`src/rtl/ksa_pkg.sv`:
```
// Shared types and default sizing for the multi-precision KSA sequencer.
package ksa_pkg;

  typedef enum logic [1:0] {
    IDLE = 2'd0,
    RUN  = 2'd1,
    DONE = 2'd2
  } ksa_seq_state_t;

  localparam int unsigned N_DEF     = 4;
  localparam int unsigned WORDS_DEF = 4;

endpackage

```
`src/rtl/ksa_mp_seq_if.sv`:
```
// Operand/result handshake bundle for ksa_mp_seq.
//   request : in_valid/in_ready, a, b, cin, sub
//   response: out_valid/out_ready, sum, cout, ovf
//   status  : busy
// master = operand producer / result consumer, slave = the sequencer.
interface ksa_mp_seq_if
  import ksa_pkg::*;
#(
  parameter int unsigned N     = N_DEF,
  parameter int unsigned WORDS = WORDS_DEF
);
  localparam int unsigned W = N * WORDS;

  logic         in_valid;
  logic         in_ready;
  logic [W-1:0] a;
  logic [W-1:0] b;
  logic         cin;
  logic         sub;
  logic         out_valid;
  logic         out_ready;
  logic [W-1:0] sum;
  logic         cout;
  logic         ovf;
  logic         busy;

  modport master (
    output in_valid, a, b, cin, sub, out_ready,
    input  in_ready, out_valid, sum, cout, ovf, busy
  );

  modport slave (
    input  in_valid, a, b, cin, sub, out_ready,
    output in_ready, out_valid, sum, cout, ovf, busy
  );

endinterface

```
`src/rtl/ksa.sv`:
```
// N-bit combinational Kogge-Stone adder slice.
//   a, b : addends      cin  : carry in
//   s    : sum          cout : carry out of bit N-1
module ksa #(
  parameter int unsigned N = 4
) (
  input  logic [N-1:0] a,
  input  logic [N-1:0] b,
  input  logic         cin,
  output logic [N-1:0] s,
  output logic         cout
);

  localparam int unsigned LVLS = (N > 1) ? $clog2(N) : 1;

  // g/p at level l hold group generate/propagate over bits [i : i-2^l+1]
  logic [N-1:0] g [LVLS+1];
  logic [N-1:0] p [LVLS+1];
  logic [N:0]   c;

  // Prefix tree, then fold cin in as the generate of bit -1
  always_comb begin
    g[0] = a & b;
    p[0] = a ^ b;
    for (int l = 0; l < int'(LVLS); l++) begin
      g[l+1] = g[l];
      p[l+1] = p[l];
      for (int i = (1 << l); i < int'(N); i++) begin
        g[l+1][i] = g[l][i] | (p[l][i] & g[l][i-(1<<l)]);
        p[l+1][i] = p[l][i] & p[l][i-(1<<l)];
      end
    end
    c[0] = cin;
    for (int i = 0; i < int'(N); i++) begin
      c[i+1] = g[LVLS][i] | (p[LVLS][i] & cin);
    end
    s    = p[0] ^ c[N-1:0];
    cout = c[N];
  end

endmodule

```
`src/rtl/ksa_mp_seq.sv`:
```
// Multi-precision add/subtract sequencer: walks W = N*WORDS-bit operands
// through one shared N-bit ksa slice, LSB slice first, carry chained in a
// register. Result, carry-out and signed overflow are held until accepted.
//   clk   : clock
//   reset : asynchronous active-low reset
//   bus   : ksa_mp_seq_if.slave (request/response handshakes, busy)
module ksa_mp_seq
  import ksa_pkg::*;
#(
  parameter int unsigned N     = N_DEF,
  parameter int unsigned WORDS = WORDS_DEF
) (
  input  logic         clk,
  input  logic         reset,
  ksa_mp_seq_if.slave  bus
);

  localparam int unsigned W  = N * WORDS;
  localparam int unsigned CW = $clog2(WORDS);

  ksa_seq_state_t state_q, state_d;
  logic [W-1:0]   a_q, a_d;
  logic [W-1:0]   b_q, b_d;
  logic [W-1:0]   sum_q, sum_d;
  logic [CW-1:0]  cnt_q, cnt_d;
  logic           carry_q, carry_d;
  logic           cout_q, cout_d;
  logic           ovf_q, ovf_d;
  logic           out_valid_q, out_valid_d;
  logic           in_ready_q, in_ready_d;
  logic           busy_q, busy_d;

  logic [N-1:0]   ks_s;
  logic           ks_cout;
  logic           last_c;

  // Shared slice adder fed from the low slice of the operand shifters
  ksa #(.N(N)) u_ksa (
    .a    (a_q[N-1:0]),
    .b    (b_q[N-1:0]),
    .cin  (carry_q),
    .s    (ks_s),
    .cout (ks_cout)
  );

  assign last_c = (cnt_q == CW'(WORDS - 1));

  // State register and datapath registers
  always_ff @(posedge clk or negedge reset) begin
    if (!reset) begin
      state_q     <= IDLE;
      a_q         <= '0;
      b_q         <= '0;
      sum_q       <= '0;
      cnt_q       <= '0;
      carry_q     <= 1'b0;
      cout_q      <= 1'b0;
      ovf_q       <= 1'b0;
      out_valid_q <= 1'b0;
      in_ready_q  <= 1'b1;
      busy_q      <= 1'b0;
    end else begin
      state_q     <= state_d;
      a_q         <= a_d;
      b_q         <= b_d;
      sum_q       <= sum_d;
      cnt_q       <= cnt_d;
      carry_q     <= carry_d;
      cout_q      <= cout_d;
      ovf_q       <= ovf_d;
      out_valid_q <= out_valid_d;
      in_ready_q  <= in_ready_d;
      busy_q      <= busy_d;
    end
  end

  // Next-state and datapath update
  always_comb begin
    state_d = state_q;
    a_d     = a_q;
    b_d     = b_q;
    sum_d   = sum_q;
    cnt_d   = cnt_q;
    carry_d = carry_q;
    cout_d  = cout_q;
    ovf_d   = ovf_q;

    unique case (state_q)
      IDLE: begin
        if (bus.in_valid) begin
          a_d     = bus.a;
          b_d     = bus.sub ? ~bus.b : bus.b;
          carry_d = bus.sub ? 1'b1 : bus.cin;
          cnt_d   = '0;
          state_d = RUN;
        end
      end
      RUN: begin
        sum_d   = {ks_s, sum_q[W-1:N]};
        a_d     = {N'(0), a_q[W-1:N]};
        b_d     = {N'(0), b_q[W-1:N]};
        carry_d = ks_cout;
        if (last_c) begin
          // Low slice now holds the MSB slice, so its top bits are the signs
          cout_d  = ks_cout;
          ovf_d   = (a_q[N-1] == b_q[N-1]) && (ks_s[N-1] != a_q[N-1]);
          state_d = DONE;
        end else begin
          cnt_d = cnt_q + CW'(1);
        end
      end
      DONE: begin
        if (bus.out_ready) begin
          state_d = IDLE;
        end
      end
      default: begin
        state_d = IDLE;
      end
    endcase

    out_valid_d = (state_d == DONE);
    in_ready_d  = (state_d == IDLE);
    busy_d      = (state_d != IDLE);
  end

  assign bus.in_ready  = in_ready_q;
  assign bus.out_valid = out_valid_q;
  assign bus.sum       = sum_q;
  assign bus.cout      = cout_q;
  assign bus.ovf       = ovf_q;
  assign bus.busy      = busy_q;

endmodule

```
`src/flat_wrapper.sv`:
```
// flat-port wrapper written by rule: the top's interface ports become plain ports
module ksa_mp_seq_flat import ksa_pkg::*;
#(
  parameter int unsigned N     = N_DEF,
  parameter int unsigned WORDS = WORDS_DEF
)
  (clk, reset, bus_in_valid, bus_a, bus_b, bus_cin, bus_sub, bus_out_ready, bus_in_ready, bus_out_valid, bus_sum, bus_cout, bus_ovf, bus_busy);
  ksa_mp_seq_if #(.N(N), .WORDS(WORDS)) bus_i ();
  input  logic clk;
  input  logic reset;
  input wire logic [$bits(bus_i.in_valid)-1:0] bus_in_valid;
  input wire logic [$bits(bus_i.a)-1:0] bus_a;
  input wire logic [$bits(bus_i.b)-1:0] bus_b;
  input wire logic [$bits(bus_i.cin)-1:0] bus_cin;
  input wire logic [$bits(bus_i.sub)-1:0] bus_sub;
  input wire logic [$bits(bus_i.out_ready)-1:0] bus_out_ready;
  output wire logic [$bits(bus_i.in_ready)-1:0] bus_in_ready;
  output wire logic [$bits(bus_i.out_valid)-1:0] bus_out_valid;
  output wire logic [$bits(bus_i.sum)-1:0] bus_sum;
  output wire logic [$bits(bus_i.cout)-1:0] bus_cout;
  output wire logic [$bits(bus_i.ovf)-1:0] bus_ovf;
  output wire logic [$bits(bus_i.busy)-1:0] bus_busy;
  assign bus_i.in_valid = bus_in_valid;
  assign bus_i.a = bus_a;
  assign bus_i.b = bus_b;
  assign bus_i.cin = bus_cin;
  assign bus_i.sub = bus_sub;
  assign bus_i.out_ready = bus_out_ready;
  assign bus_in_ready = bus_i.in_ready;
  assign bus_out_valid = bus_i.out_valid;
  assign bus_sum = bus_i.sum;
  assign bus_cout = bus_i.cout;
  assign bus_ovf = bus_i.ovf;
  assign bus_busy = bus_i.busy;
  ksa_mp_seq #(.N(N), .WORDS(WORDS)) u_core (.clk(clk), .reset(reset), .bus(bus_i));
endmodule
```
`config.mk`:
```
export PLATFORM = sky130hd
export DESIGN_NAME = ksa_mp_seq_flat
export DESIGN_NICKNAME = d
export VERILOG_FILES = /design/src/rtl/ksa_pkg.sv /design/src/rtl/ksa_mp_seq_if.sv /design/src/rtl/ksa.sv /design/src/rtl/ksa_mp_seq.sv /design/src/flat_wrapper.sv
export SDC_FILE = /design/constraint.sdc
export NUM_CORES = 1
export LEC_CHECK = 0
export ABC_AREA = 1
export CAP_MARGIN = 20
export CORE_UTILIZATION = 54
export DETAILED_ROUTE_END_ITERATION = 7
export PLACE_DENSITY = 0.83
export SYNTH_ARGS = -nofsm -noshare
export SYNTH_HDL_FRONTEND = slang
export SYNTH_SLANG_ARGS = --single-unit
```
`constraint.sdc`:
```
create_clock -name clk -period 2.1 [get_ports clk]
set_input_delay 0.525 -clock clk [delete_from_list [all_inputs] [get_ports clk]]
set_output_delay 0.525 -clock clk [all_outputs]
set_load 0.005 [all_outputs]
```
==> flow_summary.ini, run 1 <==
[timing]
report.final.setup_viol = 0
finalCritPeriodShare = 0.886
totalNegativeSetupSlack_ns = 0
slew_viol_final = 0
rsz0062_at_grt = false
period_minus_slack_ns = 1.86
tightest_slew_ns = 0.440
fmax_mhz = 538
hold-worst-slack_ns = 0.128
fin_worst_skew_ns = 0.00335
max_slew_margin = 0.707
hold_viol_final = 0

[grt]
antenna_found_initial = 0
grt_first_pass_wirelength_um = 9050
grt_overflow = 0
grt_usage = 0.232
grt_pass1_vias = 2045
grt_max_degree = 31

[power_and_ir_drop]
switchingPower_mw = 1.96
p_int_mw = 3.13
p_leak_nw = 1.68
powerDensity_nw_per_um2 = 1450
peakVddDrop_mv = 0.674
clkPwrFrac = 0.174
swShare = 0.385
p_seq_frac = 0.379
combPwrFrac = 0.448

[critical_path]
worst_ep_required_time_ns = 1.57
crit_path_max_incr_delay_ns = 0.51
cp.depth = 1
r2r_slack_ns = 0.53
crit_type = register to primary output
cp_max_fo = 1
cpLargestDelayFamily = flip-flops
crit_chain = clkdlybuf4s50_1
critPathCaptureType = primary output
arrival_ns = 1.33
slowest_stage = dfstp_2
r2r-start = u_core.state_q[0]
cp-start-kind = register
cp_num_buf_inv = 1
worstReg2RegEnd = u_core.carry_q
worstRegToRegCells = 8
crit_path_start = u_core.bus.in_ready

[job]
maxCapViolations = 0

[routing]
topRoutingLayerUsed = met4
vias = 2216
met2WireLength_um = 2490
ant_nets = 0
avgRoutedWirePerCell_um = 12.1
routed_wl_um = 5300
vias_per_cell = 5.07
dr.pass1.iters = 4
first_iter_violations = 112
wl_met3_um = 221
wl_met1_um = 2450
route.detailed.drc = 0

[run_status]
status = complete, no violations

[layout]
nNetsFinal = 410
final_core_util = 0.734
drive_above_1_share = 0.0973
areaGrowthSynthToFinish_pct = 29.8
antenna_cells = 0
instances_no_fill = 437

[floorplan]
dieWidth_um = 72.8
ios = 59
fp.coreArea_um2 = 4790
die_y_um = 72.8
fp-row-count = 25
dieArea_um2 = 5300
start_util = 0.566

[synth]
synth_cell_type_count = 28
synth_top_area_cell = dfrtp_1
ys_seq_area_frac = 0.537
ys_ff_latch = 58
synth_top_area_frac = 0.527
yosysMostFrequentCell = nand2_1
syn_inst = 303
synth-main-ff-cell = dfrtp_1
synth_xor_area_frac = 0.0550
synth_top_family_by_area = simple AND/OR/NAND/NOR gates
synth_commonest_cells = nand2_1, dfrtp_1, nand3_1, nor2_1, o21ai_0
syn_area_um2 = 2710
syn_avg_cell_area_um2 = 8.94
synthAdderAreaFrac = 0.0305
synth_compound_area_frac = 0.0836
yosysWarnings = 0
synthArstFlopShare = 1.00
synthMuxAreaShare = 0
syn_nets = 347
synth_edf_count = 0
netlist_top_cells_area = dfrtp_1, nand2_1, nand3_1, nor2_1, xor2_1
synthSimpleGateAreaFrac = 0.233

[clock_tree]
cts_resized = 0
cts_setup_buffers = 0
clockRootBuffer = clkbuf_8
path_clk_slew_ns = 0.06
clk_path_buf_depth = 2
clkSinkCount = 58
worstSkewPairLatency_ns = 0.33
cts_made_buffers = 9
cts-hold-fix-buffers = 0
cts_tree = done
cts_max_level = 3

[placed_design]
dp.cells = 422
gp_congestion = 0.834
hpwl_um = 3770
io_buffer_count = 58

[worst_hold_path]
hold_path.class = input port to asynchronous set/reset pin
==> worst max path at each step <==
stage                                end  slack (ns)
after detailed placement  u_core.carry_q        0.23
after global placement    u_core.carry_q        0.29
after floorplan            u_core.a_q[4]        0.79
after CTS                   bus_in_ready        0.22
final                       bus_in_ready        0.24
after global routing        bus_in_ready        0.21
==> final cells by class <==
type,instances,area [um2]
clock inverter,3,15.0
multi-input combinational,209,1090
tap,67,83.8
fill,373,1270
clock buffer,12,155
timing repair buffer,66,636
inverter,22,82.6
sequential,58,1450
==> cells in the final DEF (no fill, tap or decap), drive strengths merged <==
master / Yosys / routed
fa: 1 / 1
clkdlybuf4s50: 0 / 57
nand4: 2 / 2
a21o: 1 / 1
inv: 22 / 22
ha: 5 / 5
o31ai: 2 / 2
xnor2: 5 / 5
nand2: 77 / 77
a21oi: 2 / 2
nand3b: 1 / 1
dfstp: 1 / 1
clkinv: 0 / 3
o211ai: 1 / 1
o22ai: 14 / 14
buf: 12 / 9
dfrtp: 57 / 57
nor2: 34 / 34
nand3: 32 / 32
xor2: 12 / 12
clkbuf: 2 / 12
nor3: 1 / 1
o21ai: 19 / 19
==> routing by layer <==
| metal | global-route usage | vias to the layer above |
|---|---|---|
| met5 | 0 | - |
| met4 | 0.139 | 0 |
| met3 | 0.0414 | 10 |
| met2 | 0.371 | 63 |
| met1 | 0.296 | 1037 |
| li1 | - | 1106 |
==> registers in the layout (all words and copies together), names as in the netlist <==
register              count
u_core.state_q            2
u_core.bus.in_ready       1
u_core.cnt_q              2
u_core.bus.cout           1
u_core.bus.busy           1
u_core.bus.sum           16
u_core.a_q               16
u_core.bus.out_valid      1
u_core.carry_q            1
u_core.bus.ovf            1
u_core.b_q               16
==> metrics by stage <==
step                area (um2)  setup slack [ns]  power (mW)
global placement          3340             0.288        4.11
CTS                       3510             0.222        5.11
finish                    3510             0.240        5.09
global route              3510             0.210        5.52
floorplan                 2710             0.791        3.42
detailed placement        3340             0.232        4.21
==> power by group through the flow <==
| stage | sequential [mW] | clock [mW] | combinational [mW] |
|---|---|---|---|
| floorplan | 1.89 | 0 | 1.52 |
| finish | 1.93 | 0.884 | 2.28 |
| detailed placement | 1.94 | 0 | 2.27 |
| global route | 1.98 | 0.950 | 2.59 |
| CTS | 1.92 | 0.904 | 2.29 |
| global placement | 1.92 | 0 | 2.19 |
==> cells by family after synthesis <==
group	after synthesis
fa+ha+maj	6
flops	58
simple gates	147
xor+xnor	17
compound gates	39
buf+inv	36
Power figures use the tool's default switching activity.
==> run 2: changes to the inputs <==
Settings changed: CAP_MARGIN 20 to not set, CORE_UTILIZATION 54 to 50, PLACE_DENSITY 0.83 to 0.78.
==> flow_summary.ini, run 2 (same netlist as run 1, synthesis figures left out) <==
[layout]
drive_above_1_share = 0.0949
layout_commonest_cell = nand2_1
final_cell_mix = nand2_1, clkdlybuf4s50_1, dfrtp_1, nand3_1, nor2_1
antenna_cells = 0
nNetsFinal = 408
areaGrowthSynthToFinish_pct = 31.0

[timing]
period_minus_slack_ns = 1.86
finalCritPeriodShare = 0.888
fin_worst_skew_ns = 0.00475
hold-worst-slack_ns = 0.179
rsz0062_at_grt = false
max_slew_margin = 0.723
report.final.setup_viol = 0
totalNegativeSetupSlack_ns = 0
slew_viol_final = 0
tightest_slew_ns = 0.414
fmax_mhz = 536
hold_viol_final = 0

[floorplan]
die_y_um = 75.6
fp.coreArea_um2 = 5170
dieWidth_um = 75.6
fp-row-count = 26
start_util = 0.523
dieArea_um2 = 5710
ios = 59

[critical_path]
crit_path_start = u_core.bus.in_ready
worst_ep_required_time_ns = 1.57
cp_num_buf_inv = 1
r2r-start = u_core.state_q[1]
cp_max_fo = 1
crit_chain = clkdlybuf4s50_1
cp-start-kind = register
arrival_ns = 1.34
slowest_stage = dfstp_2
critPathCaptureType = primary output
crit_type = register to primary output
crit_path_max_incr_delay_ns = 0.52
cpLargestDelayFamily = flip-flops

[power_and_ir_drop]
powerDensity_nw_per_um2 = 1460
p_leak_nw = 1.68
combPwrFrac = 0.435
p_seq_frac = 0.371
p_int_mw = 3.23
switchingPower_mw = 1.95
finalPower_mw = 5.18
clkPwrFrac = 0.194
swShare = 0.376
peakVddDrop_mv = 0.802

[routing]
routed_wl_um = 5280
ant_nets = 0
avgRoutedWirePerCell_um = 12.0
dr.pass1.iters = 4
first_iter_violations = 173
vias = 2256
vias_per_cell = 5.14
route.detailed.drc = 0

[clock_tree]
cts_max_level = 3
cts_setup_buffers = 0
cts_made_buffers = 9
worstSkewPairLatency_ns = 0.33
clk_path_buf_depth = 2
cts_tree = done
clkSinkCount = 58
clockRootBuffer = clkbuf_8
path_clk_slew_ns = 0.06
cts-hold-fix-buffers = 0
cts_resized = 0

[grt]
grt_pass1_vias = 1983
grt_usage = 0.211
grt_first_pass_wirelength_um = 8780
grt_overflow = 0
antenna_found_initial = 0
grt_max_degree = 59

[placed_design]
hpwl_um = 3620
gp_congestion = 0.856
io_buffer_count = 58

[worst_hold_path]
hold_path.class = input port to asynchronous set/reset pin

[job]
maxCapViolations = 0

[run_status]
status = complete, no violations
-- run 2: path summary, 6_finish.rpt --
kind	depth (start not counted)	slack (ns)	end
setup / recovery	1	0.24	bus_in_ready
hold / removal	2	0.18	u_core.bus.sum[10]
setup reg to reg	5	0.54	u_core.b_q[8]
hold reg to reg	2	0.47	u_core.bus.sum[1]
max in group asynchronous	2	1.62	u_core.bus.in_ready
min in group clk	2	0.47	u_core.bus.sum[1]
-- run 2: area by class of cell --
type	count	area (um2)
Tap cell	70	87.6
Clock inverter	1	5.00
Sequential cell	58	1450
Clock buffer	15	196
Timing Repair Buffer	64	633
Fill cell	420	1630
Inverter	22	82.6
Multi-Input combinational cell	209	1090
-- run 2: power by group through the flow --
stage	Combinational (mW)	Sequential (mW)	Clock, mW
after floorplan	1.52	1.89	0
after global placement	2.20	1.92	0
after detailed placement	2.27	1.94	0
after CTS	2.28	1.92	1.03
after global routing	2.58	1.98	1.08
final	2.26	1.92	1.00
-- run 2: layer usage --
layer,global-route usage,share of wire,up-vias
met2,0.341,0.49,69
met3,0.0675,0.052,8
li1,-,-,1104
met5,0,0,-
met1,0.267,0.44,1075
met4,0.0802,0.014,0
-- run 2: metrics by stage --
| step | instances | cell area [um2] | setup slack (ns) | utilization |
|---|---|---|---|---|
| after floorplan | 303 | 2710 | 0.791 | - |
| after global placement | 423 | 3350 | 0.279 | 0.647 |
| after detailed placement | 423 | 3350 | 0.241 | 0.647 |
| after CTS | 439 | 3550 | 0.219 | 0.686 |
| after global routing | 439 | 3550 | 0.195 | 0.686 |
| final | 439 | 3550 | 0.236 | 0.686 |
